### src/rtl/layer_seq_ctrl.sv
// Layer sequencer for a time-shared fully-connected neuron: fetch row, settle, capture, hand off.
// Optional argmax tracker on accepted results is enabled by defining LAYER_SEQ_ARGMAX_EN.
module layer_seq_ctrl #(
    parameter int unsigned N_OUT_MAX = 16,
    parameter int unsigned ADDR_W    = 8,
    parameter int unsigned DW        = 32,
    parameter int unsigned SETTLE    = 2
) (
    input  logic              clk,
    input  logic              rst,
    input  logic              start,
    input  logic [ADDR_W-1:0] cfg_nout,
    input  logic              cfg_relu,
    output logic              busy,
    output logic              done,
    output logic              w_rd,
    output logic [ADDR_W-1:0] w_addr,
    output logic              w_load,
    output logic              neuron_relu,
    input  logic [DW-1:0]     neuron_out,
    output logic              res_valid,
    input  logic              res_ready,
    output logic [ADDR_W-1:0] res_addr,
    output logic [DW-1:0]     res_data,
    output logic [ADDR_W-1:0] max_idx
);

    localparam int unsigned CNT_W = 4;

    typedef enum logic [2:0] {
        S_IDLE,
        S_FETCH,
        S_WAIT,
        S_SETTLE,
        S_WRITE,
        S_DONE
    } state_t;

    state_t            r_state, w_state_nx;
    logic [ADDR_W-1:0] r_idx, w_idx_nx;
    logic [ADDR_W-1:0] r_nout, w_nout_nx;
    logic              r_relu, w_relu_nx;
    logic [CNT_W-1:0]  r_cnt, w_cnt_nx;
    logic              w_cap, w_start, w_hs, w_busy_nx;

    logic              r_busy, r_done, r_w_rd, r_w_load, r_neuron_relu, r_res_valid;
    logic [ADDR_W-1:0] r_w_addr, r_res_addr;
    logic [DW-1:0]     r_res_data;

    assign w_hs      = r_res_valid & res_ready;
    assign w_busy_nx = (w_state_nx != S_IDLE) && (w_state_nx != S_DONE);

    // Next-state and datapath-register decode
    always_comb begin
        w_state_nx = r_state;
        w_idx_nx   = r_idx;
        w_nout_nx  = r_nout;
        w_relu_nx  = r_relu;
        w_cnt_nx   = r_cnt;
        w_cap      = 1'b0;
        w_start    = 1'b0;
        case (r_state)
            S_IDLE: begin
                if (start) begin
                    w_start    = 1'b1;
                    w_nout_nx  = (cfg_nout > ADDR_W'(N_OUT_MAX)) ? ADDR_W'(N_OUT_MAX) : cfg_nout;
                    w_relu_nx  = cfg_relu;
                    w_idx_nx   = '0;
                    w_state_nx = (cfg_nout != '0) ? S_FETCH : S_DONE;
                end
            end
            S_FETCH: w_state_nx = S_WAIT;
            S_WAIT: begin
                w_cnt_nx   = '0;
                w_state_nx = S_SETTLE;
            end
            S_SETTLE: begin
                if (r_cnt == CNT_W'(SETTLE - 1)) begin
                    w_cap      = 1'b1;
                    w_state_nx = S_WRITE;
                end else begin
                    w_cnt_nx = r_cnt + CNT_W'(1);
                end
            end
            S_WRITE: begin
                if (w_hs) begin
                    if (r_idx == (r_nout - ADDR_W'(1))) begin
                        w_state_nx = S_DONE;
                    end else begin
                        w_idx_nx   = r_idx + ADDR_W'(1);
                        w_state_nx = S_FETCH;
                    end
                end
            end
            S_DONE:  w_state_nx = S_IDLE;
            default: w_state_nx = S_IDLE;
        endcase
    end

    // Outputs are registered from the next-state decode so they align with the state they describe
    always_ff @(posedge clk or posedge rst) begin
        if (rst) begin
            r_state       <= S_IDLE;
            r_idx         <= '0;
            r_nout        <= '0;
            r_relu        <= 1'b0;
            r_cnt         <= '0;
            r_busy        <= 1'b0;
            r_done        <= 1'b0;
            r_w_rd        <= 1'b0;
            r_w_load      <= 1'b0;
            r_neuron_relu <= 1'b0;
            r_res_valid   <= 1'b0;
            r_w_addr      <= '0;
            r_res_addr    <= '0;
            r_res_data    <= '0;
        end else begin
            r_state       <= w_state_nx;
            r_idx         <= w_idx_nx;
            r_nout        <= w_nout_nx;
            r_relu        <= w_relu_nx;
            r_cnt         <= w_cnt_nx;
            r_busy        <= w_busy_nx;
            r_done        <= (w_state_nx == S_DONE);
            r_w_rd        <= (w_state_nx == S_FETCH);
            r_w_load      <= (w_state_nx == S_WAIT);
            r_res_valid   <= (w_state_nx == S_WRITE);
            r_neuron_relu <= w_busy_nx & w_relu_nx;
            if (w_state_nx == S_FETCH) begin
                r_w_addr <= w_idx_nx;
            end
            if (w_cap) begin
                r_res_data <= neuron_out;
                r_res_addr <= r_idx;
            end
        end
    end

    assign busy        = r_busy;
    assign done        = r_done;
    assign w_rd        = r_w_rd;
    assign w_load      = r_w_load;
    assign w_addr      = r_w_addr;
    assign neuron_relu = r_neuron_relu;
    assign res_valid   = r_res_valid;
    assign res_addr    = r_res_addr;
    assign res_data    = r_res_data;

`ifdef LAYER_SEQ_ARGMAX_EN
    localparam logic signed [DW-1:0] MOST_NEG = {1'b1, {(DW - 1){1'b0}}};

    logic signed [DW-1:0] r_max_val;
    logic [ADDR_W-1:0]    r_max_idx;

    // Sign-magnitude to two's complement; -0 and +0 both map to zero
    function automatic logic signed [DW-1:0] sm_val(input logic [DW-1:0] v);
        logic signed [DW-1:0] mag;
        mag = $signed({1'b0, v[DW-2:0]});
        return v[DW-1] ? -mag : mag;
    endfunction

    // Strictly-greater replace keeps the lowest index on ties
    always_ff @(posedge clk or posedge rst) begin
        if (rst) begin
            r_max_val <= MOST_NEG;
            r_max_idx <= '0;
        end else if (w_start) begin
            r_max_val <= MOST_NEG;
            r_max_idx <= '0;
        end else if (w_hs && (sm_val(r_res_data) > r_max_val)) begin
            r_max_val <= sm_val(r_res_data);
            r_max_idx <= r_res_addr;
        end
    end

    assign max_idx = r_max_idx;
`else
    assign max_idx = '0;
`endif

endmodule

### config.mk
export PLATFORM = sky130hd
export DESIGN_NAME = layer_seq_ctrl
export DESIGN_NICKNAME = d
export VERILOG_FILES = /design/src/rtl/layer_seq_ctrl.sv
export SDC_FILE = /design/constraint.sdc
export NUM_CORES = 1
export LEC_CHECK = 0
export BUFFER_PORTS_ARGS = -buffer_cell sky130_fd_sc_hd__buf_4
export CAP_MARGIN = 40
export CORE_MARGIN = 2
export CORE_UTILIZATION = 45
export CTS_CLUSTER_SIZE = 28
export DETAILED_ROUTE_END_ITERATION = 6
export PLACE_DENSITY_LB_ADDON = 0.1
export SETUP_SLACK_MARGIN = 0.02
export SLEW_MARGIN = 5
export SYNTH_ARGS = -nofsm -noshare
export SYNTH_HDL_FRONTEND = slang
export SYNTH_SLANG_ARGS = --single-unit
### constraint.sdc
create_clock -name clk -period 3.3 [get_ports clk]
set_input_delay 0.33 -clock clk [delete_from_list [all_inputs] [get_ports clk]]
set_output_delay 0.33 -clock clk [all_outputs]
set_load 0.05 [all_outputs]
==> impl_metrics.ini, run 1 <==
[synthesis]
synth_sequential_area_ratio_pct = 54.4
netlist.top_cell.by_area = sky130_fd_sc_hd__dfrtp_1
warnings_from_yosys = 0
yosys.cell_types.count = 50
post-synth-top-area-fraction_pct = 54.4
post_synth_instance_area_sq_um = 3590
synth-edff-count = 0
proportion_of_register_bits_with_asynchronous_set_or_reset_after_synthesis_pct = 100
syn_avg_cell_area_sq_um = 11.7
ys_top_cells_by_area = sky130_fd_sc_hd__dfrtp_1 54%, sky130_fd_sc_hd__mux2_2 13%, sky130_fd_sc_hd__nand2_1 3.4%
postSynth.topFlopCell = sky130_fd_sc_hd__dfrtp_1
syn-instance-count = 306
register_bit_total_from_synthesis = 78

[placed_design]
place.detailed.instances = 501
globalplace.congestion = 0.897
portBuffers = 98
hpwlAfterDp_mm = 5.49

[detailed_routing]
routed_wirelength_normalized_by_instance_count_microns = 14.8
drt_iter0_drc = 86
post_dr_vias_cell = 5.21
detail_route.wirelength_mm = 7.65
drt.antenna.violating_nets = 0
first_pass_iters = 4
drc_errors = 0
vias = 2697

[critical_path]
timing.critical_path.cells = inv_1 -> ha_1 -> nor2b_1 -> or3_1 -> a31oi_1 -> o211ai_4 -> o311a_1 -> o311a_1
path_common_cell = sky130_fd_sc_hd__o311a_1
crit_family = compound AO/OA/AOI/OAI gates
reg2reg_slack_ns = 0.76
bufs_and_invs_on_worst_path = 1
critical_path_required_ns = 3.54
timing.setup.critical_path_class = flip-flop to flip-flop
r2r.worst_path.cells = 8
worst-endpoint-arrival_ns = 2.78
critPathMaxFanout = 17
worstSetupStartpointType = flip-flop
timing.rr.start = r_nout[0]$_DFFE_PP0P_
worstReg2RegEnd = neuron_relu$_DFF_PP0_
crit_path_end_kind = flip-flop
slowest_delay_ns = 0.46
cp_slowest_cell = sky130_fd_sc_hd__dfrtp_1

[sta]
finish_stage_setup_viols = 0
whs_ns = 0.205
final_max_tran_viols = 0
unrepaired_setup_endpoints_after_global_routing = false
share_of_the_cycle_needed_by_the_critical_path_after_routing_pct = 76.9
skew_ns = 0.00903
max_slew.worst_pin.slew_ns = 0.549
maxSlewHeadroom_pct = 63.2
final_period_minus_worst_setup_slack_ns = 2.54
finalHoldViolations = 0
setup_total_negative_slack_ns = 0
clock.fmax_mhz = 394

[die]
core_ar_sq_um = 7730
die_w_microns = 93.3
initial_utilization_pct = 46.5
die_height_microns = 93.3
ios = 107
floorplan.die_area_sq_um = 8710
num_rows = 32

[clock_network]
cts.sink_count = 78
cts_hold_buf = 1
worstSkewPairLatency_ns = 0.35
htreeDepth = 3
cts-buffers-inserted = 9
cts-root-to-sink-buffers = 2
post_cts_resized = 0
cts_setup_buffers = 0
clock_tree_from_tritoncts = built
cts_root_buf = sky130_fd_sc_hd__clkbuf_8
clkSlewWorstSetupHoldPaths_ns = 0.08

[power]
worst_ir_drop_vdd_uv = 696
switching_share_pct = 43.4
power_frac_clock_pct = 19.0
power_per_cell_area_nw_per_um2 = 986
sequentialPowerShare_pct = 32.2
finalPower_mw = 4.64
combPwrFrac_pct = 48.8
power.static_leakage_nw = 2.25
p_int_mw = 2.63
net-switching-power_mw = 2.02

[finish]
area.sequential_sq_um = 1950
fin_cells = 518
antenna_cells_inserted = 0
post_route_cells_drive_above_1_share_pct = 41.1
multi_input_comb_area_sq_um = 1520
fillers = 658
final_net_count = 460
layout.core_utilization_pct = 60.9
area_growth_syn_to_layout_pct = 31.1

[global_routing]
grt_start_max_net_pins = 36
grt.total_usage_pct = 19.6
grt_first_pass_wirelength_mm = 13.1
grt_pass1_vias = 2780
grt_antenna_before_repair = 0
grt_overflow = 0

[worst_hold_path]
worst_hold_startpoint = neuron_out[27]
hold_class = primary input to flip-flop
hold-path-endpoint = res_data[27]$_DFFE_PP0P_
holdPathStages = 2

[job]
max_cap_violations = 0

[status]
run_status = finished clean
[power groups by stage]
stage	Clock, mW	Combinational, mW	Sequential, mW
6_report	0.884	2.26	1.49
5_1_grt	0.943	2.41	1.54
4_1_cts	0.904	2.28	1.50
3_5_place_dp	0	2.28	1.51
3_3_place_gp	0	2.24	1.50
2_1_floorplan	0	0.726	2.40
[worst reg2reg max path, delay by kind of cell (launching register included)]
family,cells,cell delay [ns]
AO/OA/AOI/OAI,4,1.10
adder cells (fa/ha/maj),1,0.29
buffers and inverters,1,0.07
flip-flops,1,0.46
AND/OR/NAND/NOR,2,0.51
[per-layer routing]
metal / part of all wire (%) / GRT usage [%]
met1: 44 / 25.0
met2: 50 / 31.4
met3: 5.0 / 6.69
met4: 1.3 / 6.50
met5: 0 / 0
[through the flow]
step	setup slack, ns	cell area, sq um
6_report	0.764	4710
5_1_grt	0.453	4710
4_1_cts	0.768	4710
3_5_place_dp	0.764	4450
3_3_place_gp	0.861	4410
2_1_floorplan	0.975	3620
[synthesized netlist by cell type (all sizes together), types with 2 or more instances]
library cell and count:
nand2b 4, and3 4, o2bb2ai 2, a211oi 6
nand2 33, nor2b 2, xnor2 6, ha 4
a21o 3, nor4 5, and2 4, clkbuf 6
nor2 10, a2111oi 2, a31oi 8, o311a 2
o211ai 7, or3 2, mux2 41, xor2 3
nand4 6, buf 14, dfrtp 78, mux2i 2
o21ai 18, inv 8, nor3 5, a21oi 3
nand3 8
[cells in the final DEF (no fill, tap or decap), types with 8 or more instances in the layout]
master	instances
sky130_fd_sc_hd__nor2_1	10
sky130_fd_sc_hd__mux2_2	41
sky130_fd_sc_hd__conb_1	8
sky130_fd_sc_hd__dfrtp_1	78
sky130_fd_sc_hd__buf_4	104
sky130_fd_sc_hd__a31oi_1	8
sky130_fd_sc_hd__nand3_1	8
sky130_fd_sc_hd__nand2_1	32
sky130_fd_sc_hd__o21ai_0	16
sky130_fd_sc_hd__clkbuf_8	11
[layout make-up]
type,count,share of cell area (%)
Timing Repair Buffer,107,17.7
Multi-Input combinational cell,207,32.2
Clock inverter,3,1.91
Tap cell,102,2.71
Inverter,8,0.665
Sequential cell,78,41.5
Clock buffer,13,3.38
[worst max path at each step]
stage | start | to | slack [ns] | cells past startpoint
global route | r_nout[0]$_DFFE_PP0P_ | w_addr[7]$_DFFE_PP0N_ | 0.45 | 9
global placement | r_nout[0]$_DFFE_PP0P_ | neuron_relu$_DFF_PP0_ | 0.86 | 8
floorplan | rst | busy$_DFF_PP0_ | 0.97 | 1
detailed placement | r_nout[0]$_DFFE_PP0P_ | neuron_relu$_DFF_PP0_ | 0.76 | 8
CTS | r_nout[0]$_DFFE_PP0P_ | w_addr[4]$_DFFE_PP0N_ | 0.77 | 9
finish | r_nout[0]$_DFFE_PP0P_ | neuron_relu$_DFF_PP0_ | 0.76 | 8
[kinds of logic after synthesis]
kind of cell	Yosys count	synth area share, %
flops	78	54.4
other cells	1	0.104
simple gates	87	12.9
xor+xnor	9	2.20
mux	43	13.4
fa+ha+maj	4	1.39
buf+inv	28	4.22
compound gates	56	11.4
[flip-flops by register name, summed over array words and instances, names as in the netlist]
register,cells
w_rd,1
w_addr,8
w_load,1
r_cnt,4
neuron_relu,1
res_valid,1
res_addr,8
r_state,3
done,1
res_data,32
r_idx,8
r_relu,1
busy,1
r_nout,8
Note: power is estimated with default switching activity, not from simulation.
==> run 2, diff against run 1 <==
--- a/config.mk
+++ b/config.mk
@@ -5,6 +5,7 @@
 export SDC_FILE = /design/constraint.sdc
 export NUM_CORES = 1
 export LEC_CHECK = 0
+export ABC_AREA = 1
 export BUFFER_PORTS_ARGS = -buffer_cell sky130_fd_sc_hd__buf_4
 export CAP_MARGIN = 40
 export CORE_MARGIN = 2
==> constraint.sdc (replaced) <==
create_clock -name clk -period 2.6 [get_ports clk]
set_input_delay 0.26 -clock clk [delete_from_list [all_inputs] [get_ports clk]]
set_output_delay 0.26 -clock clk [all_outputs]
set_load 0.05 [all_outputs]
==> run 2 against run 1 <==
Net effect: sequential share of layout area increased by 0.31 points; worst setup slack got worse by 0.29 ns; clock-buffer cell count decreased by 1; die area increased by 0.90%; fmax increased by 19%; design area decreased by 0.74%; clock power increased by 5.0%; highest routed layer unchanged.
==> impl_metrics.ini, run 2 <==
[placed_design]
hpwlAfterDp_mm = 5.81
globalplace.congestion = 0.870
placed_area_sq_um = 4460
portBuffers = 98

[critical_path]
crit_path_end_kind = flip-flop
critPathMaxFanout = 7
timing.setup.critical_path_class = flip-flop to flip-flop
worst-endpoint-arrival_ns = 2.41
critical_path_required_ns = 2.88
worstSetupStartpointType = flip-flop
timing.rr.start = r_nout[0]$_DFFE_PP0P_
r2r.worst_path.cells = 16
critical_path.startpoint = r_nout[0]$_DFFE_PP0P_

[global_routing]
grt_start_max_net_pins = 79
grt.total_usage_pct = 18.8
grt_overflow = 0
grt_pass1_vias = 2827
grt_first_pass_wirelength_mm = 12.9
grt_antenna_before_repair = 0

[die]
num_rows = 32
initial_utilization_pct = 46.7
die_height_microns = 93.8
core_ar_sq_um = 7770
floorplan.die_area_sq_um = 8790
die_w_microns = 93.8
ios = 107

[synthesis]
ys_top_cells_by_area = sky130_fd_sc_hd__dfrtp_1 54%, sky130_fd_sc_hd__nand2_1 20%, sky130_fd_sc_hd__inv_1 4.7%
post_synth_instance_area_sq_um = 3620
syn_avg_cell_area_sq_um = 8.13
postSynth.topFlopCell = sky130_fd_sc_hd__dfrtp_1
warnings_from_yosys = 0
yosys.cell_types.count = 33
post-synth-top-area-fraction_pct = 53.8
synth-edff-count = 0
register_bit_total_from_synthesis = 78
syn-instance-count = 446
synthTopCellsByCount = 194 x sky130_fd_sc_hd__nand2_1, 78 x sky130_fd_sc_hd__dfrtp_1, 45 x sky130_fd_sc_hd__inv_1
proportion_of_register_bits_with_asynchronous_set_or_reset_after_synthesis_pct = 100
synth_sequential_area_ratio_pct = 53.8
post-synth-top-count-cell = sky130_fd_sc_hd__nand2_1
netlist.top_cell.by_area = sky130_fd_sc_hd__dfrtp_1

[finish]
post_route_cells_drive_above_1_share_pct = 26.5
mostFrequentLayoutCells = 194 x sky130_fd_sc_hd__nand2_1, 101 x sky130_fd_sc_hd__buf_4, 78 x sky130_fd_sc_hd__dfrtp_1
largest_register_ffs = 32
area_growth_syn_to_layout_pct = 28.9
final_net_count = 598
fillers = 679
design_area_sq_um = 4670
layout.cells.most_common = sky130_fd_sc_hd__nand2_1
antenna_cells_inserted = 0

[detailed_routing]
drc_errors = 0
drt.antenna.violating_nets = 0
detail_route.wirelength_mm = 7.97
first_pass_iters = 4
routed_wirelength_normalized_by_instance_count_microns = 12.2
vias = 3060
post_dr_vias_cell = 4.66
drt_iter0_drc = 158

[job]
max_cap_violations = 0

[power]
finalPower_mw = 5.79
power.static_leakage_nw = 2.56
power_per_cell_area_nw_per_um2 = 1240
worst_ir_drop_vdd_uv = 681

[sta]
max_slew.worst_pin.slew_ns = 0.550
unrepaired_setup_endpoints_after_global_routing = false
final_max_tran_viols = 0
final_period_minus_worst_setup_slack_ns = 2.13
clock.fmax_mhz = 470
whs_ns = 0.00740
skew_ns = 0.00938
finish_stage_setup_viols = 0
setup_total_negative_slack_ns = 0
share_of_the_cycle_needed_by_the_critical_path_after_routing_pct = 81.9
finalHoldViolations = 0
maxSlewHeadroom_pct = 63.0

[clock_network]
cts-root-to-sink-buffers = 2
cts_root_buf = sky130_fd_sc_hd__clkbuf_8
cts_hold_buf = 0
clkSlewWorstSetupHoldPaths_ns = 0.08
htreeDepth = 3
cts-buffers-inserted = 9
clock_tree_from_tritoncts = built
cts.sink_count = 78
worstSkewPairLatency_ns = 0.34
post_cts_resized = 0
cts_setup_buffers = 0

[status]
run_status = finished clean

[worst_hold_path]
hold_class = primary input to async pin
-- run 2: changes by cell type in the layout (fill, tap and decap cells not counted), moves of 8 or more --
cell / previous run / this run
sky130_fd_sc_hd__nand3_1: 8 / 21
sky130_fd_sc_hd__inv_1: 6 / 44
sky130_fd_sc_hd__mux2_2: 41 / 0
sky130_fd_sc_hd__nand2_2: 1 / 10
sky130_fd_sc_hd__a31oi_1: 8 / 0
sky130_fd_sc_hd__nand2_1: 32 / 194
-- run 2: where the power goes --
part           internal (mW)  total [mW]  switching (mW)
logic                  0.878        2.99            2.11
clock network          0.500       0.928           0.428
registers               1.62        1.87           0.248
total                   3.00        5.79            2.79
-- run 2: worst max-delay path: stages (launching register included) --
cell and delay [ns]:
sky130_fd_sc_hd__dfrtp_1 0.38, sky130_fd_sc_hd__inv_1 0.14, sky130_fd_sc_hd__ha_1 0.24, sky130_fd_sc_hd__nand2_1 0.10, sky130_fd_sc_hd__nor2_2 0.13, sky130_fd_sc_hd__nand3_1 0.10, sky130_fd_sc_hd__nand2_1 0.09, sky130_fd_sc_hd__nand2_1 0.05
sky130_fd_sc_hd__nand2_1 0.08, sky130_fd_sc_hd__nor2_2 0.05, sky130_fd_sc_hd__nand2_4 0.09, sky130_fd_sc_hd__nand2_4 0.07, sky130_fd_sc_hd__nand2_4 0.08, sky130_fd_sc_hd__nand2_4 0.07, sky130_fd_sc_hd__nor2_2 0.24, sky130_fd_sc_hd__nand2_1 0.11
sky130_fd_sc_hd__nand2_1 0.07
-- run 2: worst paths after layout --
check / endpoint / slack [ns]
min: r_cnt[1]$_DFFE_PP0P_ / 0.007
max in group asynchronous: res_addr[3]$_DFFE_PP0P_ / 2.28
max: w_addr[3]$_DFFE_PP0N_ / 0.47
min reg2reg: res_data[8]$_DFFE_PP0P_ / 0.48
min in group clk: res_data[21]$_DFFE_PP0P_ / 0.10
max reg2reg: w_addr[3]$_DFFE_PP0N_ / 0.47
-- run 2: logic make-up (layout without fill, tap and decap cells) --
family                     after synthesis  count (layout)  share of synthesized area [%]
adders and majority gates                4               4                           1.38
DFF                                     78              78                           53.8
other                                    1               8                          0.103
buffers and inverters                   67             168                           7.84
AOI/OAI and AO/OA                       27              27                           4.32
and+or+nand+nor                        264             264                           31.3
xor gates and xnor gates                 5               5                           1.21
-- run 2: per-layer routing --
metal  wire, microns  vias up  track usage [%]  share of wire, %
li1                -     1556                -                 -
met1            3690     1413             25.6                46
met2            3800       78             29.5                48
met3             350       13             3.45               4.4
met4             135        0             7.85               1.7
met5               0        -                0                 0
-- run 2: per-stage QoR --
step,util [%],std cells,setup WS [ns]
after floorplan,-,453,0.345
after global placement,57.5,640,0.588
after detailed placement,57.5,640,0.530
after CTS,60.1,656,0.480
after global routing,60.1,656,0.276
final,60.1,656,0.470
-- run 2: area by class of cell --
cell class	instances	area [sq um]	share of cell area, %
Multi-Input combinational cell	308	1420	30.3
Inverter	50	190	4.07
Timing Repair Buffer	102	778	16.7
Tap cell	102	128	2.73
Clock buffer	12	155	3.32
Clock inverter	4	53.8	1.15
Sequential cell	78	1950	41.8
